## src/rtl/wb_to_bus_bridge.sv

```systemverilog
// Wishbone classic (B3) slave to valid/ready split-bus initiator bridge.
// Each Wishbone cycle becomes exactly one read or write transaction on the
// bus. Only one transaction is ever outstanding. If the master drops wb_cyc
// mid-transaction, the bus side still runs to completion, because the bus
// cannot cancel. The bridge then returns to IDLE silently, with no ack or err.
module wb_to_bus_bridge #(
    parameter int addr_width   = 32,
    parameter int data_width   = 32,
    parameter int strobe_width = data_width / 8,
    parameter int resp_width   = 1
) (
    input  logic                    clock,
    input  logic                    reset,
    input  logic [addr_width-1:0]   wb_adr,
    input  logic [data_width-1:0]   wb_datwr,
    output logic [data_width-1:0]   wb_datrd,
    input  logic                    wb_we,
    input  logic                    wb_stb,
    input  logic                    wb_cyc,
    input  logic [strobe_width-1:0] wb_sel,
    output logic                    wb_ack,
    output logic                    wb_err,
    output logic                    bus_r_addr_valid,
    input  logic                    bus_r_addr_ready,
    output logic [addr_width-1:0]   bus_r_addr,
    input  logic                    bus_r_data_valid,
    output logic                    bus_r_data_ready,
    input  logic [data_width-1:0]   bus_r_data,
    output logic                    bus_w_data_addr_valid,
    input  logic                    bus_w_data_addr_ready,
    output logic [addr_width-1:0]   bus_w_addr,
    output logic [data_width-1:0]   bus_w_data,
    output logic [strobe_width-1:0] bus_w_strobe,
    input  logic                    bus_w_resp_valid,
    output logic                    bus_w_resp_ready,
    input  logic [resp_width-1:0]   bus_w_resp
);

    localparam logic [resp_width-1:0] RESP_OKAY = resp_width'(1'b1);

    typedef enum logic [2:0] {
        IDLE    = 3'd0,
        RD_ADDR = 3'd1,
        RD_DATA = 3'd2,
        WR_REQ  = 3'd3,
        WR_RESP = 3'd4,
        DONE    = 3'd5
    } state_t;

    state_t                  state_q, state_d;
    logic                    abort_q, abort_d;
    logic                    ack_q, ack_d;
    logic                    err_q, err_d;
    logic                    r_valid_q, r_valid_d;
    logic                    r_ready_q, r_ready_d;
    logic                    w_valid_q, w_valid_d;
    logic                    b_ready_q, b_ready_d;
    logic [addr_width-1:0]   addr_q, addr_d;
    logic [data_width-1:0]   wdata_q, wdata_d;
    logic [strobe_width-1:0] strobe_q, strobe_d;
    logic [data_width-1:0]   rdata_q, rdata_d;

    // Next-state and next-output logic; registers hold unless a transition updates them.
    always_comb begin
        state_d   = state_q;
        abort_d   = abort_q;
        ack_d     = 1'b0;
        err_d     = 1'b0;
        r_valid_d = r_valid_q;
        r_ready_d = r_ready_q;
        w_valid_d = w_valid_q;
        b_ready_d = b_ready_q;
        addr_d    = addr_q;
        wdata_d   = wdata_q;
        strobe_d  = strobe_q;
        rdata_d   = rdata_q;
        case (state_q)
            IDLE: begin
                if (wb_cyc && wb_stb) begin
                    addr_d  = wb_adr;
                    abort_d = 1'b0;
                    if (wb_we) begin
                        wdata_d   = wb_datwr;
                        strobe_d  = wb_sel;
                        w_valid_d = 1'b1;
                        state_d   = WR_REQ;
                    end else begin
                        r_valid_d = 1'b1;
                        state_d   = RD_ADDR;
                    end
                end else begin
                    state_d = IDLE;
                end
            end
            RD_ADDR: begin
                abort_d = abort_q | ~wb_cyc;
                if (bus_r_addr_ready) begin
                    r_valid_d = 1'b0;
                    r_ready_d = 1'b1;
                    state_d   = RD_DATA;
                end else begin
                    state_d = RD_ADDR;
                end
            end
            RD_DATA: begin
                abort_d = abort_q | ~wb_cyc;
                if (bus_r_data_valid) begin
                    rdata_d   = bus_r_data;
                    r_ready_d = 1'b0;
                    if (abort_d) begin
                        state_d = IDLE;
                    end else begin
                        ack_d   = 1'b1;
                        state_d = DONE;
                    end
                end else begin
                    state_d = RD_DATA;
                end
            end
            WR_REQ: begin
                abort_d = abort_q | ~wb_cyc;
                if (bus_w_data_addr_ready) begin
                    w_valid_d = 1'b0;
                    b_ready_d = 1'b1;
                    state_d   = WR_RESP;
                end else begin
                    state_d = WR_REQ;
                end
            end
            WR_RESP: begin
                abort_d = abort_q | ~wb_cyc;
                if (bus_w_resp_valid) begin
                    b_ready_d = 1'b0;
                    if (abort_d) begin
                        state_d = IDLE;
                    end else if (bus_w_resp == RESP_OKAY) begin
                        ack_d   = 1'b1;
                        state_d = DONE;
                    end else begin
                        err_d   = 1'b1;
                        state_d = DONE;
                    end
                end else begin
                    state_d = WR_RESP;
                end
            end
            DONE: begin
                // Strobe is deliberately not sampled here so a held stb cannot retrigger.
                state_d = IDLE;
            end
            default: begin
                state_d   = IDLE;
                r_valid_d = 1'b0;
                r_ready_d = 1'b0;
                w_valid_d = 1'b0;
                b_ready_d = 1'b0;
            end
        endcase
    end

    // Control registers: state, handshake flags and Wishbone pulses, cleared by reset.
    always_ff @(posedge clock) begin
        if (reset) begin
            state_q   <= IDLE;
            abort_q   <= 1'b0;
            ack_q     <= 1'b0;
            err_q     <= 1'b0;
            r_valid_q <= 1'b0;
            r_ready_q <= 1'b0;
            w_valid_q <= 1'b0;
            b_ready_q <= 1'b0;
        end else begin
            state_q   <= state_d;
            abort_q   <= abort_d;
            ack_q     <= ack_d;
            err_q     <= err_d;
            r_valid_q <= r_valid_d;
            r_ready_q <= r_ready_d;
            w_valid_q <= w_valid_d;
            b_ready_q <= b_ready_d;
        end
    end

    // Datapath registers: address, write payload and read data; reset value is irrelevant.
    always_ff @(posedge clock) begin
        addr_q   <= addr_d;
        wdata_q  <= wdata_d;
        strobe_q <= strobe_d;
        rdata_q  <= rdata_d;
    end

    assign wb_ack                = ack_q;
    assign wb_err                = err_q;
    assign wb_datrd              = rdata_q;
    assign bus_r_addr_valid      = r_valid_q;
    assign bus_r_data_ready      = r_ready_q;
    assign bus_r_addr            = addr_q;
    assign bus_w_data_addr_valid = w_valid_q;
    assign bus_w_addr            = addr_q;
    assign bus_w_data            = wdata_q;
    assign bus_w_strobe          = strobe_q;
    assign bus_w_resp_ready      = b_ready_q;

endmodule

```

## config.mk

```make
export PLATFORM = sky130hd
export DESIGN_NAME = wb_to_bus_bridge
export DESIGN_NICKNAME = d
export VERILOG_FILES = /design/src/rtl/wb_to_bus_bridge.sv
export SDC_FILE = /design/constraint.sdc
export NUM_CORES = 1
export LEC_CHECK = 0
export ABC_AREA = 0
export CORE_ASPECT_RATIO = 1.5
export CORE_MARGIN = 2
export CORE_UTILIZATION = 39
export DETAILED_ROUTE_END_ITERATION = 12
export HOLD_SLACK_MARGIN = 0.05
export PLACE_DENSITY = 0.84
export SKIP_LAST_GASP = 1
export SLEW_MARGIN = 20
export SYNTH_ARGS = -nofsm -noshare
export SYNTH_HDL_FRONTEND = slang
export SYNTH_SLANG_ARGS = --single-unit
```

## constraint.sdc

```tcl
create_clock -name clock -period 8.7 [get_ports clock]
set_clock_uncertainty 0.2 [all_clocks]
set_input_delay 2.175 -clock clock [delete_from_list [all_inputs] [get_ports clock]]
set_output_delay 2.175 -clock clock [all_outputs]
set_load 0.01 [all_outputs]
```

### Yosys cells after proc, flatten, opt, wreduce, memory -nomap -nowiden

Cells that the tools add are included.

| storage, ports and cells | value |
|---|---|
| register bits after elaboration | 110 |
| output and inout bits | 138 |
| word-level logic and storage cells | 80 |

| operators by class | value |
|---|---|
| equality and inequality tests | 12 |
| muxes and demuxes | 31 |
| bitwise operators | 8 |
| reduce and logical (&&, ||, !) cells | 17 |

Operators with widths:

| cell | number |
|---|---|
| 4-bit OR reduction | 6 |
| 1-bit two-way mux | 17 |
| 3-bit two-way mux | 5 |
| 3-bit one-hot mux with 5 select lines | 1 |
| 2-bit != test, second input constant | 7 |
| 1-bit one-hot mux with 3 select lines | 4 |
| 3-bit AND reduction | 3 |
| 4-bit AND reduction | 2 |
| 1-bit inverter | 7 |
| 3-bit by 2-bit equality test with 1-bit output, second input constant | 2 |
| 3-bit equality test, second input constant | 2 |
| 2-bit AND reduction | 3 |
| 2-bit two-way mux | 2 |
| 1-bit one-hot mux with 2 select lines | 2 |
| 3-bit by 1-bit equality test with 1-bit output, second input constant | 1 |
| 3-bit zero test | 1 |
| 2-bit nonzero test | 1 |
| 1-bit logical AND | 1 |
| 1-bit bitwise OR | 1 |

### Logic depth before layout (Yosys ltp)

| logic depth | value |
|---|---|
| depth after elaboration | 5 |
| gate-level depth with buffers | 6 |

### Least setup slack after synthesis

Ideal clock, no wire load.

| timing | value |
|---|---|
| path kind | input-to-reg |
| from | in wb_cyc |
| to | reg wdata_q[0] (netlist: bus_w_data[0]), enable pin |
| library setup time | 0.391 ns |
| data arrival time | 5.174 ns |
| path slack | 2.935 ns |
| cell stages on the path | 4 |
| path buffers | 0 |
| cells stage by stage | nand2_1 > nor4_2 > nand2_1 > inv_1 |

| on the way | value |
|---|---|
| longest elaborated chain between the ends | 2 |

Ends and longest elaborated chain:

| item | RTL line | source |
|---|---|---|
| start, declared | 19 | `input logic wb_cyc,` |
| 1-bit logical AND | 79 | `if (wb_cyc && wb_stb) begin` |
| 3-bit AND reduction (no source line) | n/a |  |
| end signal, assigned | 187 | `wdata_q <= wdata_d;` |
| end, declared | 59 | `logic [data_width-1:0] wdata_q, wdata_d;` |

Every way passes these cells.
A chain may end at the register's enable or synchronous reset.

### Worst setup path after layout

| timing | value |
|---|---|
| from | in wb_cyc |
| to | reg wdata_q[23] (netlist: bus_w_data[23]), enable pin |

The elaborated chain is that of the path after synthesis.

==> out/qor.yml <==
placed_design:
  pre_cts_ws_ns: 4.57
  port-buffer-count: 247
  dp.cells: 535
  gp_congestion: 0.818
  post-dp-hpwl_mm: 8.34
  placed_area_mm2: 0.00622
worst_setup_path:
  crit_type: "in -> reg"
  startpoint: "wb_cyc"
  critPathLaunchType: "input port"
  reg2regPathDepth: 6
  critical_path_required_ns: 8.48
  r2r_start: "state_q[1]"
  arrival_ns: 3.58
  r2r-end: "bus_r_addr_valid"
  cp-end-kind: "flop"
  crit_fanout: 36
  setup.worst_path.end: "bus_w_data[23]"
  ff2ff_setup_slack_ns: 6.54
floorplan:
  die_h_um: 125
  core_mm2: 0.00963
  start_util_pct: 39.8
  io_pins: 248
  die_area_mm2: 0.0106
  rows: 44
  die_x_um: 84.9
synth:
  mappedNetlistArea_mm2: 0.00383
  synth_fa_ha_area_share_pct: 0.327
  synth_cell_types: 29
  synth_nets: 317
  synth_mux_area_share_pct: 0
  synth_warnings: 0
  yosys.area_share.simple_pct: 4.64
  synthArstFlopShare_pct: 0
  synth_top_family_by_area: "buffers and inverters"
  synth_compound_area_share_pct: 3.63
  ys_seq_area_share_pct: 83.6
  netlist_instances: 206
  yosys_most_used_dff: "edfxtp_1"
  synthXorXnorAreaFrac_pct: 0.229
  synth_area_per_cell_um2: 18.6
  ys_ff_latch: 110
  synth_edf_count: 100
timing:
  hold_violations: 0
  setup_ws_ns: 4.90
  whs_ns: 0.304
  rsz0062_at_grt: "no"
  setup_viol: 0
  fin_crit_sh_pct: 43.6
  slew_violations: 0
  finalSetupTns_ns: 0
  fmax_mhz: 263
  period_minus_slack_ns: 3.80
  slew_headroom_pct: 56.5
  worst_slew_pin_slew_ns: 0.652
clock_tree:
  clk_latency_ns: 0.34
  cts_buffers: 9
  root_buffer: "clkbuf_16"
  path_clk_slew_ns: 0.07
  cts_tree: "built"
  post_cts_buffers: 0
  cts_sinks: 110
  cts.repair.resized: 0
  cts_hold_buf: 0
  cts_max_level: 3
  clockBufferDepth: 2
finish:
  final_area_mm2: 0.00653
  drive_gt1_share_pct: 5.96
  layoutNonFillerInstCount: 551
  layout_common_cells: "247 x clkdlybuf4s50_1, 100 x edfxtp_1, 10 x dfxtp_1, 9 x nand2_1, 9 x clkbuf_16"
  post-route-util_pct: 67.8
  fin_nets: 542
  diodes: 0
  area_growth_pct: 70.4
  final_common_cell: "clkdlybuf4s50_1"
flow_run:
  cap_violations: 0
routing:
  routedWlPerCell_um: 19.3
  drt_pass1_iterations: 5
  vias: 2575
  via_per_inst: 4.67
  drtAntennaViolNets: 0
  routed_wl_mm: 10.6
  drc_errors: 0
  drtIter0Drc: 118
grt:
  grt_first_pass_wirelength_mm: 15.4
  grtUsageTotal_pct: 19.7
  antenna_found_initial: 0
  grt_max_degree: 37
  grt_pass1_vias: 2636
  grt_overflow: 0
power_and_ir_drop:
  irDropWorstVdd_mv: 0.141
  total_power_mw: 1.18
  cellPowerDensity_mw_per_mm2: 180
  p_leak_nw: 2.27
hold_path:
  worstHoldStart: "bus_r_data_ready"
  hp-class: "reg -> reg"
outcome:
  status: "finished clean"
-- worst min-delay path by stage --
stage                                   to  slack, ns  cells past startpoint
after floorplan                    abort_q       0.27                      2
after global placement    bus_r_data_ready       0.28                      2
after detailed placement  bus_r_data_ready       0.29                      2
after CTS                 bus_r_data_ready       0.30                      2
after global routing      bus_r_data_ready       0.31                      2
final                     bus_r_data_ready       0.30                      2
-- layout make-up --
type                            instances  area [um^2]
Timing Repair Buffer                  250         2490
Clock inverter                          6         68.8
Tap cell                              115          144
Clock buffer                           10          239
Sequential cell                       110         3200
Inverter                                7         26.3
Multi-Input combinational cell         53          352
Fill cell                             671         3110
-- kinds of logic (layout without fill, tap and decap cells) --
kind of cell               after synthesis  count (layout)
AOI/OAI and AO/OA                       19              19
xor gates and xnor gates                 1               1
adders and majority gates                1               1
buffers and inverters                   43             273
DFF                                    110             110
and+or+nand+nor                         32              32
-- power breakdown --
part           internal, mW  switching (mW)  leakage [nW]
Clock                 0.234           0.180         0.155
Combinational        0.0931          0.0539          1.11
Sequential            0.603          0.0140         0.997
Total                 0.930           0.248          2.27
-- registers in the layout, summed over array words and instances, names as in the netlist, 3 cells and up --
name,flops
bus_r_addr,32
bus_w_data,32
wb_datrd,32
bus_w_strobe,4
state_q,3
-- critical path: stages --
cell and delay (ns):
clkdlybuf4s50_1 0.50, nand2_1 0.14, nor4_4 0.17, nand2_1 0.12, inv_1 0.06, buf_4 0.40
-- synthesized netlist by cell type, types with 2 or more instances --
cell type	n	area, um^2
nand2_1	9	33.8
inv_1	7	26.3
nor2b_1	2	12.5
dfxtp_1	10	200
nand2b_1	3	18.8
buf_4	34	255
o21ai_0	2	10.0
nand4_1	2	12.5
a31oi_1	6	37.5
edfxtp_1	100	3000
nor3_1	3	15.0
a21oi_1	4	20.0
nor2_1	8	30.0
-- metal layers --
metal  GRT usage, %  vias to the layer above  part of all wire [%]
met1           21.2                     1214                    35
met5              0                        -                     0
met4           8.31                        0                   2.9
li1               -                     1181                     -
met2           36.0                      155                    56
met3           4.88                       25                   6.5
No activity file was read; power rests on OpenSTA's default activity.
